===== src/rtl/haz_pkg.sv =====
// Shared state encoding and constants for the N-channel hazard resolver.
package haz_pkg;

  localparam int STATE_W = 3;
  localparam int PERF_W  = 16;

  typedef enum logic [STATE_W-1:0] {
    IDLE       = 3'd0,
    FWD        = 3'd1,
    STALL_DATA = 3'd2,
    STALL_STR  = 3'd3,
    WAIT_BR    = 3'd4,
    FLUSH      = 3'd5
  } haz_state_t;

  function automatic logic is_stall_state(input haz_state_t s);
    return (s == STALL_DATA) || (s == STALL_STR) || (s == WAIT_BR);
  endfunction

endpackage


===== src/rtl/haz_rr_arb.sv =====
// Round-robin arbiter for the shared structural resource: registered one-hot
// grant, search starts at the pointer and the pointer moves past the winner.
module haz_rr_arb #(
  parameter int NUM_STR = 4
) (
  input  logic               clk,
  input  logic               rst_n,
  input  logic               ena,
  input  logic               inhibit,
  input  logic [NUM_STR-1:0] req,
  output logic [NUM_STR-1:0] grant
);

  localparam int PTR_W = $clog2(NUM_STR);
  localparam int SUM_W = PTR_W + 1;

  logic [PTR_W-1:0] ptr;
  logic [PTR_W-1:0] win_idx;
  logic [PTR_W-1:0] idx;
  logic [SUM_W-1:0] sum;
  logic             found;

  // First requester at or after the pointer, wrapping modulo NUM_STR.
  always_comb begin
    found   = 1'b0;
    win_idx = '0;
    sum     = '0;
    idx     = '0;
    for (int i = 0; i < NUM_STR; i++) begin
      sum = {1'b0, ptr} + SUM_W'(i);
      idx = (sum >= SUM_W'(NUM_STR)) ? PTR_W'(sum - SUM_W'(NUM_STR)) : sum[PTR_W-1:0];
      if (!found && req[idx]) begin
        found   = 1'b1;
        win_idx = idx;
      end
    end
  end

  always_ff @(posedge clk or negedge rst_n) begin
    if (!rst_n) begin
      grant <= '0;
      ptr   <= '0;
    end else if (ena) begin
      if (inhibit || !found) begin
        grant <= '0;
      end else begin
        grant <= NUM_STR'(1) << win_idx;
        ptr   <= (win_idx == PTR_W'(NUM_STR - 1)) ? '0 : win_idx + 1'b1;
      end
    end
  end

endmodule


===== src/rtl/haz_resolver_nch.sv =====
// N-channel pipeline hazard resolver: registered stall/flush/forward controls,
// round-robin structural grant and stall watchdog. HAZ_PERF_CNT_EN adds perf counters.
module haz_resolver_nch
  import haz_pkg::*;
#(
  parameter int NUM_STR      = 4,
  parameter int FLUSH_CYCLES = 2,
  parameter int MAX_STALL    = 15,
  parameter int CNT_W        = 4
) (
  input  logic               clk,
  input  logic               rst_n,
  input  logic               ena,
  input  logic               data_haz,
  input  logic               fwd_ok,
  input  logic [NUM_STR-1:0] str_req,
  input  logic               ctrl_haz,
  input  logic               br_resolved,
  input  logic               br_correct,
  output logic               stall,
  output logic               flush,
  output logic               fwd_en,
  output logic [NUM_STR-1:0] str_grant,
  output logic [STATE_W-1:0] state_o,
  output logic [CNT_W-1:0]   stall_len,
  output logic               timeout
`ifdef HAZ_PERF_CNT_EN
  ,
  output logic [PERF_W-1:0]  perf_stall_cyc,
  output logic [PERF_W-1:0]  perf_flush_cnt
`endif
);

  localparam int FL_W = (FLUSH_CYCLES > 1) ? $clog2(FLUSH_CYCLES) : 1;

  haz_state_t       state;
  haz_state_t       next_state;
  haz_state_t       from_idle;
  logic [FL_W-1:0]  flush_left;
  logic [CNT_W-1:0] len_inc;
  logic             mispred;
  logic             str_conf;
  logic             wd_fire;
  logic             flush_entry;

  assign mispred     = ctrl_haz & br_resolved & ~br_correct;
  assign str_conf    = $countones(str_req) > 1;
  assign wd_fire     = is_stall_state(state) && (stall_len == CNT_W'(MAX_STALL));
  assign len_inc     = (stall_len == '1) ? stall_len : stall_len + 1'b1;
  assign flush_entry = (next_state == FLUSH) && (state != FLUSH);
  assign state_o     = state;

  always_comb begin
    from_idle = IDLE;
    if (mispred)                    from_idle = FLUSH;
    else if (ctrl_haz & ~br_resolved) from_idle = WAIT_BR;
    else if (data_haz & fwd_ok)     from_idle = FWD;
    else if (data_haz)              from_idle = STALL_DATA;
    else if (str_conf)              from_idle = STALL_STR;
  end

  // Mispredicts and the watchdog override every state except an ongoing flush.
  always_comb begin
    next_state = state;
    case (state)
      IDLE, FWD:  next_state = from_idle;
      STALL_DATA: begin
        if (data_haz & fwd_ok) next_state = FWD;
        else if (!data_haz)    next_state = IDLE;
      end
      STALL_STR:  if (!str_conf) next_state = IDLE;
      WAIT_BR:    if ((br_resolved & br_correct) | ~ctrl_haz) next_state = IDLE;
      FLUSH:      if (flush_left == '0) next_state = IDLE;
      default:    next_state = IDLE;
    endcase
    if ((state != FLUSH) && (mispred || wd_fire)) next_state = FLUSH;
  end

  always_ff @(posedge clk or negedge rst_n) begin
    if (!rst_n) begin
      state      <= IDLE;
      stall      <= 1'b0;
      flush      <= 1'b0;
      fwd_en     <= 1'b0;
      timeout    <= 1'b0;
      stall_len  <= '0;
      flush_left <= '0;
    end else if (ena) begin
      state     <= next_state;
      stall     <= is_stall_state(next_state);
      flush     <= (next_state == FLUSH);
      fwd_en    <= (next_state == FWD);
      timeout   <= wd_fire;
      stall_len <= is_stall_state(next_state) ? len_inc : '0;
      if (flush_entry)
        flush_left <= FL_W'(FLUSH_CYCLES - 1);
      else if ((state == FLUSH) && (flush_left != '0))
        flush_left <= flush_left - 1'b1;
    end
  end

  haz_rr_arb #(
    .NUM_STR (NUM_STR)
  ) u_arb (
    .clk     (clk),
    .rst_n   (rst_n),
    .ena     (ena),
    .inhibit (state == FLUSH),
    .req     (str_req),
    .grant   (str_grant)
  );

`ifdef HAZ_PERF_CNT_EN
  always_ff @(posedge clk or negedge rst_n) begin
    if (!rst_n) begin
      perf_stall_cyc <= '0;
      perf_flush_cnt <= '0;
    end else if (ena) begin
      if (stall && (perf_stall_cyc != '1)) perf_stall_cyc <= perf_stall_cyc + 1'b1;
      if (flush_entry && (perf_flush_cnt != '1)) perf_flush_cnt <= perf_flush_cnt + 1'b1;
    end
  end
`endif

endmodule


===== config.mk =====
export PLATFORM = sky130hd
export DESIGN_NAME = haz_resolver_nch
export DESIGN_NICKNAME = d
export VERILOG_FILES = /design/src/rtl/haz_pkg.sv /design/src/rtl/haz_rr_arb.sv /design/src/rtl/haz_resolver_nch.sv
export SDC_FILE = /design/constraint.sdc
export NUM_CORES = 1
export LEC_CHECK = 0
export BUFFER_PORTS_ARGS = -buffer_cell sky130_fd_sc_hd__buf_2
export CORE_MARGIN = 1
export CORE_UTILIZATION = 48
export DETAILED_ROUTE_END_ITERATION = 10
export PLACE_DENSITY = 0.72
export SLEW_MARGIN = 0
export SYNTH_ARGS = -nofsm -noshare
export SYNTH_HDL_FRONTEND = slang
export SYNTH_SLANG_ARGS = --single-unit
export TNS_END_PERCENT = 10

===== constraint.sdc =====
create_clock -name clk -period 1.8 [get_ports clk]
set_clock_uncertainty 0.15 [all_clocks]
set_input_delay 0.54 -clock clk [delete_from_list [all_inputs] [get_ports clk]]
set_output_delay 0.54 -clock clk [all_outputs]
set_load 0.05 [all_outputs]

==> flow_summary.yaml <==
synthesis:
  synth_cells: 128
  syn_nets: 146
  ys_types: 46
  synthMuxAreaShare_pct: 3.11
  synth_edf_count: 0
  synth-seq-area-share_pct: 37.3
  syn-mean-instance-area_sq_um: 9.42
  synth_fa_ha_area_share_pct: 6.85
  yosysTopAreaCell: "dfrtp_1"
  ys_ff_latch: 18
  synth-simple-area-share_pct: 13.7
  syn_area_sq_um: 1210
  ys.flop_type: "dfrtp_1"
  netlist_top_cells_area: "dfrtp_1 (37%), ha_1 (5.2%), a21oi_1 (4.6%)"
  synth_top_area_share_pct: 37.3
  synth_compound_area_share_pct: 32.6
  synth_top_family_by_area: "compound AO/OA/AOI/OAI gates"
  yosys_warnings: 0
  async_flop_share_pct: 100
  synth-xor-area-share_pct: 0
sta:
  fmax_mhz: 490
  timing.slew.headroom_pct: 74.1
  tightest_slew_ns: 0.389
  setup_viol: 12
  whs_ns: -0.000639
  hold_viol: 4
  fin_setup_tns_ns: -1.74
  fin_crit_ns: 2.04
  slew_violations: 0
  grt_setup_unrepaired: "yes"
  min_period_over_period_pct: 113
  setup_ws_ns: -0.240
clock_tree:
  cts.hold.buffers_added: 0
  clk-insertion-delay-late_ns: 0.29
  clk_root_buffer_cell: "clkbuf_4"
  cts.sinks: 18
  clk_path_buf_depth: 2
  cts_buffers: 3
  cts_tree: "built"
  ctsHtreeMaxLevel: 1
  clkTransAtPathRegs_ns: 0.10
global_route:
  grt_usage_pct: 24.1
  grt_pass1_vias: 1148
  grt_pass1_wl_mm: 4.85
  antenna_found_initial: 0
  grt_max_degree: 19
  overflow: 0
worst_setup_path:
  slowest_delay_ns: 0.45
  cp_slowest_cell: "fa_1"
  crit_type: "input pin to register"
  endpoint_kind: "register"
  r2r-start: "stall_len[1]"
  regToRegSetupSlack_ns: -0.14
  path_max_fanout: 4
  rr_endpoint: "flush_left"
  cp.arrival_ns: 2.12
  crit_path_start_kind: "input pin"
  worstPathCellList: "buf_8, inv_4, fa_1, nand2b_4, and2_4, o22ai_4, o21ai_4, buf_6, a41o_1, a21oi_2"
  endpoint: "stall_len[3]"
  cp.required_ns: 1.88
  reg2regPathDepth: 7
  worstSetupStartpoint: "str_req[1]"
routing:
  postRouteAntennaNets: 0
  wl_mm: 2.89
  dr_total_vias: 1174
  dr.pass1.iters: 5
  drt-wirelength-per-cell_microns: 13.6
  drc_errors: 0
  viasPerCell: 5.51
  drtIter0Drc: 17
floorplanning:
  initial_core_util_pct: 52.5
  die_w_microns: 52.1
  rows: 17
  core_area_sq_um: 2300
  io_pins: 27
  chipHeight_microns: 52.1
  dieArea_sq_um: 2720
place:
  placed_cells_incl_taps: 207
  gp_congestion: 0.928
  dp_hpwl_mm: 2.27
  port_buffers: 26
run:
  maxCapViolCount: 0
cells_and_area:
  stdcell_count: 213
  multi_input_area_sq_um: 739
  nFillCells: 172
  nets: 204
  seq_area_sq_um: 453
  diodes: 0
  drive_above_1_share_pct: 47.6
  syn2layout_area_growth_pct: 44.2
hold_path:
  hold_path.class: "input pin to asynchronous set/reset pin"
status:
  status: "finished with violations"
  failed_checks: "hold timing, setup timing"
power_and_ir_drop:
  p_leak_uw: 0.000857
  clock_power_share_pct: 11.4
  p_switching_uw: 994
  swShare_pct: 45.9
  ir_worst_vdd_mv: 1.04
  internal_power_uw: 1170
  pwr-share-comb_pct: 59.7
  pwr-share-seq_pct: 29.0
  pwr_density_cell_nw_per_um2: 1250
-- cell usage after synthesis, types with 2 or more instances --
library cell  instances
mux2_2                2
nor2_1                8
dfrtp_1              18
inv_1                14
nand2b_1              3
o22ai_1               2
a22o_1                6
o22a_1                3
a311oi_1              2
nand3_1               2
ha_1                  5
a211oi_1              3
nand2_1               5
a21oi_1              11
nor2b_1               5
o21ai_0               9
-- layer usage --
layer / vias to the layer above / share of wire (%) / global-route usage, % / routed length (microns)
met2: 32 / 51 / 42.3 / 1470
met1: 556 / 44 / 31.0 / 1270
met4: 0 / 1.1 / 8.77 / 31
li1: 582 / - / - / -
met5: - / 0 / 0 / 0
met3: 4 / 4.1 / 1.75 / 118
-- metrics by stage --
step | util, % | hold WS, ns | worst slack [ns] | power [uW] | cell area [sq um]
5_1_grt | 75.7 | 0.0370 | -0.292 | 2300 | 1740
6_report | 75.7 | -0.000639 | -0.240 | 2170 | 1740
3_3_place_gp | 69.0 | 0.325 | -0.637 | 1760 | 1590
3_5_place_dp | 69.0 | 0.324 | -0.683 | 1800 | 1590
2_1_floorplan | - | 0.0944 | -0.409 | 1390 | 1220
4_1_cts | 74.0 | 0.0108 | -0.272 | 2120 | 1700
-- placed cells by master, fill, tap and decap left out, types with 2 or more instances in the layout --
master    instances
nor2_1            7
clkbuf_4          3
o22a_1            3
a21oi_1          10
a22o_1            6
buf_6             7
dfrtp_2           2
nand2b_1          2
and2_4            2
ha_1              5
buf_2            21
a211oi_1          2
dfrtp_1          16
o21ai_1           5
inv_1            11
buf_4            28
a311oi_2          2
mux2_2            2
nand3_1           2
nor2b_1           5
a21oi_2           2
nand2_1           4
o22ai_1           2
o21ai_0           4
-- logic make-up after synthesis --
group / count (synthesis)
buffers and inverters: 19
and+or+nand+nor: 30
DFF: 18
adders and majority gates: 6
muxes: 3
AOI/OAI and AO/OA: 52
-- how the worst min path moves through the flow --
stage | to | slack [ns] | depth (start not counted) | from
3_3_place_gp | stall | 0.32 | 2 | stall
4_1_cts | u_arb.grant[0] | 0.01 | 1 | rst_n
6_report | stall | -0.0006 | 1 | rst_n
3_5_place_dp | flush | 0.32 | 1 | flush
2_1_floorplan | flush | 0.09 | 0 | rst_n
5_1_grt | stall_len[3] | 0.04 | 1 | rst_n
-- sequential cells by signal, indices dropped and copies added (netlist names) --
register	count
u_arb.ptr	2
state_o	3
flush	1
stall	1
u_arb.grant	4
timeout	1
flush_left	1
fwd_en	1
stall_len	4
-- power groups by stage --
| stage | Sequential (uW) | Combinational, uW | Clock (uW) |
|---|---|---|---|
| 3_5_place_dp | 628 | 1170 | 0 |
| 4_1_cts | 623 | 1250 | 254 |
| 6_report | 627 | 1290 | 247 |
| 3_3_place_gp | 620 | 1140 | 0 |
| 5_1_grt | 649 | 1390 | 261 |
| 2_1_floorplan | 928 | 458 | 0 |
-- layout make-up --
type / count / area share (%)
inverters: 15 / 3.81
multi-input cells: 91 / 42.5
well taps: 28 / 2.01
flip-flops and latches: 18 / 26.0
repair buffers: 57 / 23.5
clock buffers: 4 / 2.09
-- critical path: cells and delay by family --
kind                       cells  cell delay [ns]
and+or+nand+nor                2             0.30
adders and majority gates      1             0.45
AOI/OAI and AO/OA              4             0.59
buffers and inverters          3             0.25
-- timing repair --
| action | in CTS | in global routing |
|---|---|---|
| pin swaps | 7 | 8 |
| endpoints found under the setup margin | 13 | 16 |
| resized for setup | 19 | 13 |
| setup buffers | 2 | 0 |
No activity file was read; power rests on OpenSTA's default activity.
